File: config.mk
export PLATFORM = sky130hd
export DESIGN_NAME = id_ctrl_reg_flat
export DESIGN_NICKNAME = d
export VERILOG_FILES = /design/src/rtl/id_ctrl_reg_if.sv /design/src/rtl/id_ctrl_reg.sv /design/src/flat_wrapper.sv
export SDC_FILE = /design/constraint.sdc
export NUM_CORES = 1
export LEC_CHECK = 0
export ABC_AREA = 0
export CAP_MARGIN = 25
export CORE_AREA = 2 2 48 50
export DETAILED_ROUTE_END_ITERATION = 6
export DIE_AREA = 0 0 50 52
export HOLD_SLACK_MARGIN = 0.05
export PLACE_DENSITY = 0.79
export SLEW_MARGIN = 15
export SYNTH_ARGS = -nofsm -noshare
export SYNTH_HDL_FRONTEND = slang
export SYNTH_SLANG_ARGS = --single-unit
File: constraint.sdc
create_clock -name clk -period 1.4 [get_ports clk]
set_input_delay 0.21 -clock clk [delete_from_list [all_inputs] [get_ports clk]]
set_output_delay 0.21 -clock clk [all_outputs]
set_load 0.005 [all_outputs]
File: src/rtl/id_ctrl_reg_if.sv
// ID->EX control register bus: decode inputs, hazard controls
// and the registered execute/memory/writeback control bundle.
interface id_ctrl_reg_if #(
  parameter int MODE_LEN    = 2,
  parameter int OPCODE_LEN  = 4,
  parameter int EXE_CMD_LEN = 4
);
  logic                   in_valid;
  logic                   in_ready;
  logic [MODE_LEN-1:0]    mode;
  logic [OPCODE_LEN-1:0]  opcode;
  logic                   s;
  logic [3:0]             cond;
  logic [3:0]             flags;
  logic                   stall;
  logic                   flush;
  logic                   out_valid;
  logic [EXE_CMD_LEN-1:0] exe_cmd;
  logic                   mem_read;
  logic                   mem_write;
  logic                   wb_enable;
  logic                   branch_taken;
  logic                   status_write_enable;

  modport master (
    output in_valid, mode, opcode, s, cond, flags, stall, flush,
    input  in_ready, out_valid, exe_cmd, mem_read, mem_write,
    input  wb_enable, branch_taken, status_write_enable
  );

  modport slave (
    input  in_valid, mode, opcode, s, cond, flags, stall, flush,
    output in_ready, out_valid, exe_cmd, mem_read, mem_write,
    output wb_enable, branch_taken, status_write_enable
  );
endinterface

File: src/rtl/id_ctrl_reg.sv
// ID->EX control decode register with condition gating and branch shadow.
// Macro ID_CTRL_COND_EXEC_EN enables the ARM condition check on cond/flags.
module id_ctrl_reg #(
  parameter int MODE_LEN      = 2,
  parameter int OPCODE_LEN    = 4,
  parameter int EXE_CMD_LEN   = 4,
  parameter int BRANCH_SHADOW = 1
) (
  input logic         clk,
  input logic         rst,
  id_ctrl_reg_if.slave bus
);
  typedef enum logic {RUN, SHADOW} state_e;

  localparam logic [2:0] SH_INIT = 3'(BRANCH_SHADOW);

  logic [1:0] md;
  logic [3:0] op;
  logic [3:0] dec_cmd;
  logic       dec_mr, dec_mw, dec_wb, dec_bt, dec_swe;
  logic       cond_ok;
  logic       live;
  logic       hold;

  state_e                 state_q, state_d;
  logic [2:0]             sh_cnt_q, sh_cnt_d;
  logic                   valid_q, valid_d;
  logic [EXE_CMD_LEN-1:0] cmd_q, cmd_d;
  logic                   mr_q, mr_d;
  logic                   mw_q, mw_d;
  logic                   wb_q, wb_d;
  logic                   bt_q, bt_d;
  logic                   swe_q, swe_d;

  assign md = 2'(bus.mode);
  assign op = 4'(bus.opcode);

  // Decode mode/opcode/s into the raw control bundle
  always_comb begin
    dec_cmd = 4'b0000;
    dec_mr  = 1'b0;
    dec_mw  = 1'b0;
    dec_wb  = 1'b0;
    dec_bt  = 1'b0;
    dec_swe = 1'b0;
    case (md)
      2'b00: begin
        dec_wb  = 1'b1;
        dec_swe = bus.s;
        case (op)
          4'b1101: dec_cmd = 4'b0001;
          4'b1111: dec_cmd = 4'b1001;
          4'b0100: dec_cmd = 4'b0010;
          4'b0101: dec_cmd = 4'b0011;
          4'b0010: dec_cmd = 4'b0100;
          4'b0110: dec_cmd = 4'b0101;
          4'b0000: dec_cmd = 4'b0110;
          4'b1100: dec_cmd = 4'b0111;
          4'b0001: dec_cmd = 4'b1000;
          4'b1010: begin
            dec_cmd = 4'b0100;
            dec_wb  = 1'b0;
            dec_swe = 1'b1;
          end
          4'b1000: begin
            dec_cmd = 4'b0110;
            dec_wb  = 1'b0;
            dec_swe = 1'b1;
          end
          default: begin
            dec_wb  = 1'b0;
            dec_swe = 1'b0;
          end
        endcase
      end
      2'b01: begin
        dec_cmd = 4'b0010;
        dec_mr  = bus.s;
        dec_wb  = bus.s;
        dec_mw  = !bus.s;
      end
      2'b10:   dec_bt = 1'b1;
      default: ;
    endcase
  end

`ifdef ID_CTRL_COND_EXEC_EN
  // ARM condition table against {N,Z,C,V}; 1111 never passes
  always_comb begin
    logic n, z, c, v;
    {n, z, c, v} = bus.flags;
    case (bus.cond)
      4'b0000: cond_ok = z;
      4'b0001: cond_ok = !z;
      4'b0010: cond_ok = c;
      4'b0011: cond_ok = !c;
      4'b0100: cond_ok = n;
      4'b0101: cond_ok = !n;
      4'b0110: cond_ok = v;
      4'b0111: cond_ok = !v;
      4'b1000: cond_ok = c && !z;
      4'b1001: cond_ok = !c || z;
      4'b1010: cond_ok = (n == v);
      4'b1011: cond_ok = (n != v);
      4'b1100: cond_ok = !z && (n == v);
      4'b1101: cond_ok = z || (n != v);
      4'b1110: cond_ok = 1'b1;
      default: cond_ok = 1'b0;
    endcase
  end
`else
  logic unused_cond;
  assign unused_cond = ^{bus.cond, bus.flags};
  assign cond_ok     = 1'b1;
`endif

  assign bus.in_ready = !bus.stall;
  assign hold = !bus.flush && bus.stall;
  assign live = !bus.flush && !bus.stall && bus.in_valid
             && cond_ok && (state_q == RUN);

  // Output bundle: hold on stall, load when live, otherwise bubble
  always_comb begin
    valid_d = 1'b0;
    cmd_d   = '0;
    mr_d    = 1'b0;
    mw_d    = 1'b0;
    wb_d    = 1'b0;
    bt_d    = 1'b0;
    swe_d   = 1'b0;
    if (hold) begin
      valid_d = valid_q;
      cmd_d   = cmd_q;
      mr_d    = mr_q;
      mw_d    = mw_q;
      wb_d    = wb_q;
      bt_d    = bt_q;
      swe_d   = swe_q;
    end else if (live) begin
      valid_d = 1'b1;
      cmd_d   = EXE_CMD_LEN'(dec_cmd);
      mr_d    = dec_mr;
      mw_d    = dec_mw;
      wb_d    = dec_wb;
      bt_d    = dec_bt;
      swe_d   = dec_swe;
    end
  end

  // Branch shadow sequencing: count accepted instructions to squash
  always_comb begin
    state_d  = state_q;
    sh_cnt_d = sh_cnt_q;
    if (bus.flush) begin
      state_d  = RUN;
      sh_cnt_d = 3'd0;
    end else if (!bus.stall && bus.in_valid) begin
      if (state_q == SHADOW) begin
        sh_cnt_d = sh_cnt_q - 3'd1;
        if (sh_cnt_q == 3'd1) state_d = RUN;
      end else if (cond_ok && dec_bt && SH_INIT != 3'd0) begin
        state_d  = SHADOW;
        sh_cnt_d = SH_INIT;
      end
    end
  end

  // Pipeline register with synchronous reset
  always_ff @(posedge clk) begin
    if (rst) begin
      state_q  <= RUN;
      sh_cnt_q <= 3'd0;
      valid_q  <= 1'b0;
      cmd_q    <= '0;
      mr_q     <= 1'b0;
      mw_q     <= 1'b0;
      wb_q     <= 1'b0;
      bt_q     <= 1'b0;
      swe_q    <= 1'b0;
    end else begin
      state_q  <= state_d;
      sh_cnt_q <= sh_cnt_d;
      valid_q  <= valid_d;
      cmd_q    <= cmd_d;
      mr_q     <= mr_d;
      mw_q     <= mw_d;
      wb_q     <= wb_d;
      bt_q     <= bt_d;
      swe_q    <= swe_d;
    end
  end

  assign bus.out_valid           = valid_q;
  assign bus.exe_cmd             = cmd_q;
  assign bus.mem_read            = mr_q;
  assign bus.mem_write           = mw_q;
  assign bus.wb_enable           = wb_q;
  assign bus.branch_taken        = bt_q;
  assign bus.status_write_enable = swe_q;
endmodule
File: src/flat_wrapper.sv
// flat-port wrapper written by rule: the top's interface ports become plain ports
module id_ctrl_reg_flat 
#(
  parameter int MODE_LEN      = 2,
  parameter int OPCODE_LEN    = 4,
  parameter int EXE_CMD_LEN   = 4,
  parameter int BRANCH_SHADOW = 1
)
  (clk, rst, bus_in_valid, bus_mode, bus_opcode, bus_s, bus_cond, bus_flags, bus_stall, bus_flush, bus_in_ready, bus_out_valid, bus_exe_cmd, bus_mem_read, bus_mem_write, bus_wb_enable, bus_branch_taken, bus_status_write_enable);
  id_ctrl_reg_if #(.MODE_LEN(MODE_LEN), .OPCODE_LEN(OPCODE_LEN), .EXE_CMD_LEN(EXE_CMD_LEN)) bus_i ();
  input logic clk;
  input logic rst;
  input wire logic [$bits(bus_i.in_valid)-1:0] bus_in_valid;
  input wire logic [$bits(bus_i.mode)-1:0] bus_mode;
  input wire logic [$bits(bus_i.opcode)-1:0] bus_opcode;
  input wire logic [$bits(bus_i.s)-1:0] bus_s;
  input wire logic [$bits(bus_i.cond)-1:0] bus_cond;
  input wire logic [$bits(bus_i.flags)-1:0] bus_flags;
  input wire logic [$bits(bus_i.stall)-1:0] bus_stall;
  input wire logic [$bits(bus_i.flush)-1:0] bus_flush;
  output wire logic [$bits(bus_i.in_ready)-1:0] bus_in_ready;
  output wire logic [$bits(bus_i.out_valid)-1:0] bus_out_valid;
  output wire logic [$bits(bus_i.exe_cmd)-1:0] bus_exe_cmd;
  output wire logic [$bits(bus_i.mem_read)-1:0] bus_mem_read;
  output wire logic [$bits(bus_i.mem_write)-1:0] bus_mem_write;
  output wire logic [$bits(bus_i.wb_enable)-1:0] bus_wb_enable;
  output wire logic [$bits(bus_i.branch_taken)-1:0] bus_branch_taken;
  output wire logic [$bits(bus_i.status_write_enable)-1:0] bus_status_write_enable;
  assign bus_i.in_valid = bus_in_valid;
  assign bus_i.mode = bus_mode;
  assign bus_i.opcode = bus_opcode;
  assign bus_i.s = bus_s;
  assign bus_i.cond = bus_cond;
  assign bus_i.flags = bus_flags;
  assign bus_i.stall = bus_stall;
  assign bus_i.flush = bus_flush;
  assign bus_in_ready = bus_i.in_ready;
  assign bus_out_valid = bus_i.out_valid;
  assign bus_exe_cmd = bus_i.exe_cmd;
  assign bus_mem_read = bus_i.mem_read;
  assign bus_mem_write = bus_i.mem_write;
  assign bus_wb_enable = bus_i.wb_enable;
  assign bus_branch_taken = bus_i.branch_taken;
  assign bus_status_write_enable = bus_i.status_write_enable;
  id_ctrl_reg #(.MODE_LEN(MODE_LEN), .OPCODE_LEN(OPCODE_LEN), .EXE_CMD_LEN(EXE_CMD_LEN), .BRANCH_SHADOW(BRANCH_SHADOW)) u_core (.clk(clk), .rst(rst), .bus(bus_i));
endmodule
==> reports/qor.csv, run 1 <==
stage,metric,value,unit
run_status,status,"finished, final reports clean",
routing,Top Layer Used,met3,
sta,Fmax,735,MHz
routing,wire length per cell,11.6,um
power,sw power,187,uW
synth,top-count cell post-synth,dfxtp_1,
routing,DR WL met2,961,um
power,pwr dens,669,nW/um^2
routing,router iterations before antenna repair,4,
floorplan,Starting Density,0.343,
grt,pin count of the biggest net entering global routing,8,
synth,largest family of logic cells by synthesized area,simple AND/OR/NAND/NOR gates,
sta,hold slack final,0.381,ns
synth,syn_nets,107,
cells_and_area,Antenna Cells,0,
routing,final antenna-violating net count,0,
clocking,clk_lat worst skew,0.27,ns
power,combinational share of power,0.204,
routing,drt total wl,1780,um
synth,Cell variety after synth,35,
power,Seq pwr share,0.522,
grt,antenna violations before repair,0,
setup_path,CP cell instances,dlygate4sd2_1 -> and4b_1 -> a221o_1 -> or4b_4 -> a21oi_2,
clocking,CTS buffer count,3,
setup_path,Worst setup SP type,input pin,
clocking,clk sink count,14,
placement,dpl cell area,1120,um^2
setup_path,"slowest stage delay, CP",0.49,ns
placement,Port Buffers,22,
power,switching part of the total,0.242,
power,leakage,0.000466,uW
clocking,Clock Tree Buf Depth,2,
cells_and_area,Layout Nets,149,
cells_and_area,Final Util,0.550,
setup_path,Worst setup EP type,flip-flop,
cells_and_area,# fillers,197,
clocking,"CTS clk-pin slew, worst paths",0.08,ns
power,Worst IR Drop VDD,468,uV
hold_path,HP Class,input pin to flip-flop,
placement,Final HPWL DP,1410,um
synth,Synth area leaders,"dfxtp_1 39%, nor2_1 5.7%, a21oi_1 4.8%",
floorplan,area of the die,2600,um^2
routing,vias post-DR,764,
grt,vias in the first global route,767,
floorplan,Core Rows,17,
clocking,CTS tree,yes,
cells_and_area,design area,1160,um^2
grt,total global routing overflow,0,
cells_and_area,area grow syn2layout,60.0,%
sta,slew at the pin closest to its max-slew limit,0.373,ns
grt,Total GRT Usage,0.150,
power,Final Total Pwr,774,uW
synth,post-synth top area share,0.388,
run,number of max-cap violations,0,
setup_path,Worst path top cell family by delay,simple AND/OR/NAND/NOR gates,
synth,mux contribution to synthesized area,0,
synth,Synth Flop Type,dfxtp_1,
power,internal power,587,uW
synth,async set-reset flop share out of synthesis,0,
sta,Final Hold Fails,0,
floorplan,Die Y,52,um
grt,global-route wire length before repair,3040,um
cells_and_area,share of cells above drive strength 1,0.256,
clocking,root buf cell,clkbuf_4,
synth,Post-synth EDFFs,0,
clocking,H-tree levels,1,
synth,post-synth top area cell,dfxtp_1,
setup_path,crit path buf inv count,1,
routing,DR iter-0 viols,16,
setup_path,Worst path slowest cell,or4b_4,
clocking,Post-CTS Hold Fix Bufs,0,
synth,most frequent cells after synthesis,"14 x dfxtp_1, 11 x nor2_1, 7 x a21oi_1, 5 x nand2_1, 5 x nor2b_1",
sta,Final Max Tran Viols,0,
routing,Vias per Instance,4.99,
synth,Synth Area in Adders,0.0346,
sta,max_slew headroom,0.749,
setup_path,CP Class,input pin to flip-flop,
setup_path,Worst EP required,1.61,ns
synth,Synth Area in Compound Gates,0.225,
floorplan,core area,2110,um^2
synth,simple-gate share of the synthesized area,0.284,
routing,Met1 Wirelength,732,um
setup_path,crit path DAT,1.57,ns
routing,DRC viols,0,
synth,XOR/XNOR share of the synthesized area,0.0121,
synth,"Seq/Total Area, Yosys",0.388,
sta,Final Cycle Share,0.972,
sta,minimum clock period,1.36,ns
sta,Worst Skew,0.000975,ns
synth,Synth Register Bits,14,
synth,Yosys warnings,0,
power,clock power share,0.274,
placement,GPL Wtd Cong,0.764,
floorplan,IO Count,31,
synth,mapped cell area,723,um^2
sta,count of final setup violators,0,
floorplan,chip width,50,um
routing,Met3 Wirelength,82,um
setup_path,Crit Path Max Fanout,5,
synth,Cells after Synth,85,
synth,post-synthesis average cell area,8.51,um^2
sta,Setup TNS,0,ns
## stage by stage
| stage | cells | setup WS [ns] |
|---|---|---|
| 2_1_floorplan | 85 | -0.0367 |
| 3_3_place_gp | 149 | -0.478 |
| 3_5_place_dp | 149 | -0.508 |
| 4_1_cts | 153 | 0.000992 |
| 5_1_grt | 153 | -0.0126 |
| 6_report | 153 | 0.0389 |
## worst reg2reg max path, cell delays in order (launching register included)
cell     delay, ns
dfxtp_1       0.34
or4_4         0.59
nor3_4        0.20
a32o_1        0.17
## repair_timing
action                     CTS  global route
setup endpoints to repair    5             1
pin swaps                    4             1
setup buffers                1             0
gates resized for setup     12             5
hold endpoints to repair     0             0
## power by group through the flow
stage / combinational (uW) / clock, uW / sequential, uW
floorplan: 65.0 / 0 / 413
global placement: 157 / 0 / 413
detailed placement: 159 / 0 / 413
CTS: 157 / 227 / 404
global route: 173 / 249 / 405
finish: 158 / 212 / 404
## kinds of logic (layout without fill, tap and decap cells)
logic type,Yosys count,after routing
adders and majority gates,2,2
xor gates and xnor gates,1,1
and+or+nand+nor,36,36
DFF,14,14
AOI/OAI and AO/OA,23,23
buffers and inverters,9,49
## flip-flops by register name (all words and copies together) (netlist names)
name	count
u_core.bus.status_write_enable	1
u_core.sh_cnt_q	3
u_core.bus.wb_enable	1
u_core.bus.mem_write	1
u_core.state_q	1
u_core.bus.out_valid	1
u_core.bus.branch_taken	1
u_core.bus.mem_read	1
u_core.bus.exe_cmd	4
## worst paths after layout
| kind | from | end | slack, ns | cells past startpoint |
|---|---|---|---|---|
| max reg2reg | u_core.state_q | u_core.bus.exe_cmd[0] | 0.06 | 3 |
| min reg2reg | u_core.bus.wb_enable | u_core.bus.wb_enable | 0.45 | 2 |
| max | bus_opcode[3] | u_core.bus.status_write_enable | 0.04 | 5 |
| min | rst | u_core.bus.status_write_enable | 0.38 | 3 |
## per-layer routing
metal / vias to the layer above / track usage
met4: 0 / 0.0694
met1: 361 / 0.166
met3: 0 / 0.0201
met2: 16 / 0.283
met5: - / 0
li1: 387 / -
## placed cells by master, fill, tap and decap left out, drive strengths merged, types with 2 or more instances in the layout
cell / count
nand2b: 2
dfxtp: 14
ha: 2
inv: 4
dlygate4sd2: 8
a32o: 2
clkdlybuf4s50: 12
clkbuf: 4
nand2: 5
nor2: 11
nor2b: 5
a21oi: 7
o21ai: 5
a32oi: 2
buf: 20
nor3: 2
## area by class of cell
cell class                      instances  area, um^2  area share
Multi-Input combinational cell         62         449       0.388
Timing Repair Buffer                   42         355       0.307
Sequential cell                        14         280       0.242
Tap cell                               28        35.0      0.0303
Clock buffer                            3        22.5      0.0195
Inverter                                4        15.0      0.0130
Power figures use the tool's default switching activity.
==> run 2, diff against run 1 <==
--- a/config.mk
+++ b/config.mk
@@ -7,11 +7,12 @@
 export LEC_CHECK = 0
 export ABC_AREA = 0
 export CAP_MARGIN = 25
-export CORE_AREA = 2 2 48 50
+export CORE_AREA = 2 2 44 55
+export CTS_CLUSTER_DIAMETER = 200
 export DETAILED_ROUTE_END_ITERATION = 6
-export DIE_AREA = 0 0 50 52
+export DIE_AREA = 0 0 46 57
 export HOLD_SLACK_MARGIN = 0.05
-export PLACE_DENSITY = 0.79
+export PLACE_DENSITY = 0.78
 export SLEW_MARGIN = 15
 export SYNTH_ARGS = -nofsm -noshare
 export SYNTH_HDL_FRONTEND = slang
==> reports/qor.csv, run 2 (same netlist as run 1, synthesis figures left out) <==
stage,metric,value,unit,change
floorplan,core area,2140,um^2,+1.6%
run_status,status,"finished, final reports clean",,
routing,DR iter-0 viols,5,,-11
setup_path,Worst setup SP type,flip-flop,,
clocking,CTS buffer count,3,,unchanged
hold_path,hold_sp,rst,,
power,sw power,208,uW,+11%
setup_path,Worst path slowest cell,clkdlybuf4s50_1,,
floorplan,Die Y,57,um,+9.6%
placement,Port Buffers,22,,unchanged
cells_and_area,max FFs per register,4,,unchanged
floorplan,chip width,46,um,-8.0%
sta,Final Hold Fails,0,,unchanged
cells_and_area,most frequent cells in the layout,"22 x buf_4, 13 x dfxtp_1, 12 x clkdlybuf4s50_1",,
setup_path,"slowest stage delay, CP",0.51,ns,+0.02 ns
sta,minimum clock period,1.34,ns,-0.0168 ns
floorplan,Core Rows,19,,+2
sta,slew at the pin closest to its max-slew limit,0.352,ns,-0.0216 ns
routing,DRC viols,0,,unchanged
floorplan,Starting Density,0.338,,-0.00542
setup_path,Worst EP required,1.19,ns,-0.42 ns
grt,antenna violations before repair,0,,unchanged
clocking,clk sink count,14,,unchanged
setup_path,Worst setup EP type,output pin,,
power,Seq pwr share,0.470,,-0.052
hold_path,hold depth,3,,unchanged
power,Final Total Pwr,860,uW,+11%
power,leakage,0.000493,uW,+5.8%
sta,Final Cycle Share,0.960,,-0.0120
grt,total global routing overflow,0,,unchanged
cells_and_area,Layout Nets,151,,+1.3%
clocking,CTS tree,yes,,
placement,Final HPWL DP,1550,um,+9.7%
setup_path,crit path DAT,1.13,ns,-0.44 ns
floorplan,IO Count,31,,unchanged
routing,final antenna-violating net count,0,,unchanged
clocking,Post-CTS Hold Fix Bufs,0,,unchanged
setup_path,Worst path top cell family by delay,buffers and inverters,,
power,pwr dens,725,nW/um^2,+8.4%
clocking,root buf cell,clkbuf_4,,
clocking,clk_lat worst skew,0.28,ns,about the same
routing,router iterations before antenna repair,3,,-1
grt,global-route wire length before repair,3350,um,+10%
cells_and_area,Antenna Cells,0,,unchanged
sta,RSZ-0062 raised after global routing,false,,
sta,Worst Skew,0.00153,ns,+0.000554 ns
routing,Vias per Instance,5.30,,+6.2%
clocking,H-tree levels,1,,unchanged
power,switching part of the total,0.242,,+0.000303
clocking,Clock Tree Buf Depth,2,,unchanged
cells_and_area,share of cells above drive strength 1,0.305,,+0.0487
grt,pin count of the biggest net entering global routing,9,,+1
sta,max_slew headroom,0.763,,+0.0145
grt,Total GRT Usage,0.170,,+0.0192
setup_path,CP cell instances,clkdlybuf4s50_1,,
grt,vias in the first global route,815,,+6.3%
clocking,"CTS clk-pin slew, worst paths",0.08,ns,about the same
power,combinational share of power,0.195,,-0.009
setup_path,cell depth of the worst flop-to-flop path,3,,unchanged
placement,GPL Wtd Cong,0.839,,+9.8%
setup_path,CP Class,flip-flop to output pin,,
sta,Final Max Tran Viols,0,,unchanged
setup_path,Crit Reg-Reg Startpoint,u_core.state_q,,
cells_and_area,"commonest non-fill, non-tap cell in the layout",buf_4,,
power,Worst IR Drop VDD,597,uV,+27%
floorplan,area of the die,2620,um^2,+0.85%
setup_path,crit path buf inv count,1,,unchanged
setup_path,r2r setup slk,0.09,ns,+0.03 ns
sta,count of final setup violators,0,,unchanged
setup_path,Crit Path Max Fanout,2,,-3
cells_and_area,fin cells,149,,-2.6%
cells_and_area,area grow syn2layout,64.0,%,
sta,Fmax,744,MHz,+1.3%
routing,drt total wl,1930,um,+8.8%
power,clock power share,0.335,,+0.061
placement,dpl cells,142,,-4.7%
hold_path,HP Class,input pin to flip-flop,,
power,internal power,652,uW,+11%
routing,wire length per cell,13.0,um,+12%
hold_path,Hold Crit Endpoint,u_core.bus.status_write_enable,,
routing,vias post-DR,790,,+3.4%
setup_path,R2R Path End,u_core.bus.exe_cmd[2],,
run,number of max-cap violations,0,,unchanged
==> run 2: cell types whose count changed in the layout (fill, tap and decap cells not counted), sizes merged <==
cell           previous run  this run
buf                      20        22
dlygate4sd2               8         1
clkbuf                    4         8
clkdlybuf4s15             1         3
dlymetal6s2s              0         2
==> run 2: repair_timing <==
action,in CTS,in global routing
pin swaps,4,9
buffers inserted,1,2
gates cloned,0,0
gates resized for setup,12,15
endpoints found under the setup margin,5,4
==> run 2: power by group through the flow <==
| stage | Combinational (uW) | Clock, uW | Sequential [uW] |
|---|---|---|---|
| final | 168 | 288 | 404 |
| after global routing | 183 | 313 | 405 |
| after CTS | 161 | 297 | 404 |
| after detailed placement | 161 | 0 | 414 |
| after global placement | 157 | 0 | 413 |
| after floorplan | 65.0 | 0 | 413 |
==> run 2: final cells by class <==
cell class / count / area [um^2]
clock buffers: 4 / 36.3
fillers: 200 / 953
inverters: 4 / 15.0
multi-input cells: 62 / 458
flip-flops and latches: 14 / 282
well taps: 21 / 26.3
repair buffers: 44 / 369
==> run 2: worst max path at each step <==
stage | from | depth (start not counted) | end
final | u_core.bus.exe_cmd[0] | 1 | bus_exe_cmd[0]
after global routing | bus_opcode[0] | 5 | u_core.bus.status_write_enable
after CTS | bus_stall | 5 | u_core.bus.exe_cmd[3]
after detailed placement | bus_opcode[0] | 5 | u_core.bus.status_write_enable
after global placement | bus_opcode[0] | 5 | u_core.bus.status_write_enable
after floorplan | bus_opcode[1] | 5 | u_core.bus.status_write_enable
==> run 2: metrics by stage <==
| step | TNS [ns] | instance area, um^2 | setup slack, ns | util | hold slack (ns) |
|---|---|---|---|---|---|
| 2_1_floorplan | -0.101 | 761 | -0.0367 | - | 0.279 |
| 3_3_place_gp | -2.49 | 1110 | -0.464 | 0.520 | 0.442 |
| 3_5_place_dp | -2.87 | 1110 | -0.492 | 0.520 | 0.446 |
| 4_1_cts | 0 | 1160 | 0.0102 | 0.543 | 0.340 |
| 5_1_grt | 0 | 1190 | 0.0000293 | 0.554 | 0.240 |
| 6_report | 0 | 1190 | 0.0557 | 0.554 | 0.228 |
==> run 2: per-layer routing <==
layer  global-route usage  up-vias  part of all wire
li1                     -      391                 -
met5                    0        -                 0
met3               0.0253        4             0.051
met1                0.188      375              0.40
met4               0.0980        0             0.024
met2                0.292       20              0.53
==> run 2: worst min-delay path: cells and delay by family <==
family	cells	cell delay [ns]
buffers and inverters	2	0.22
AOI/OAI and AO/OA	1	0.03
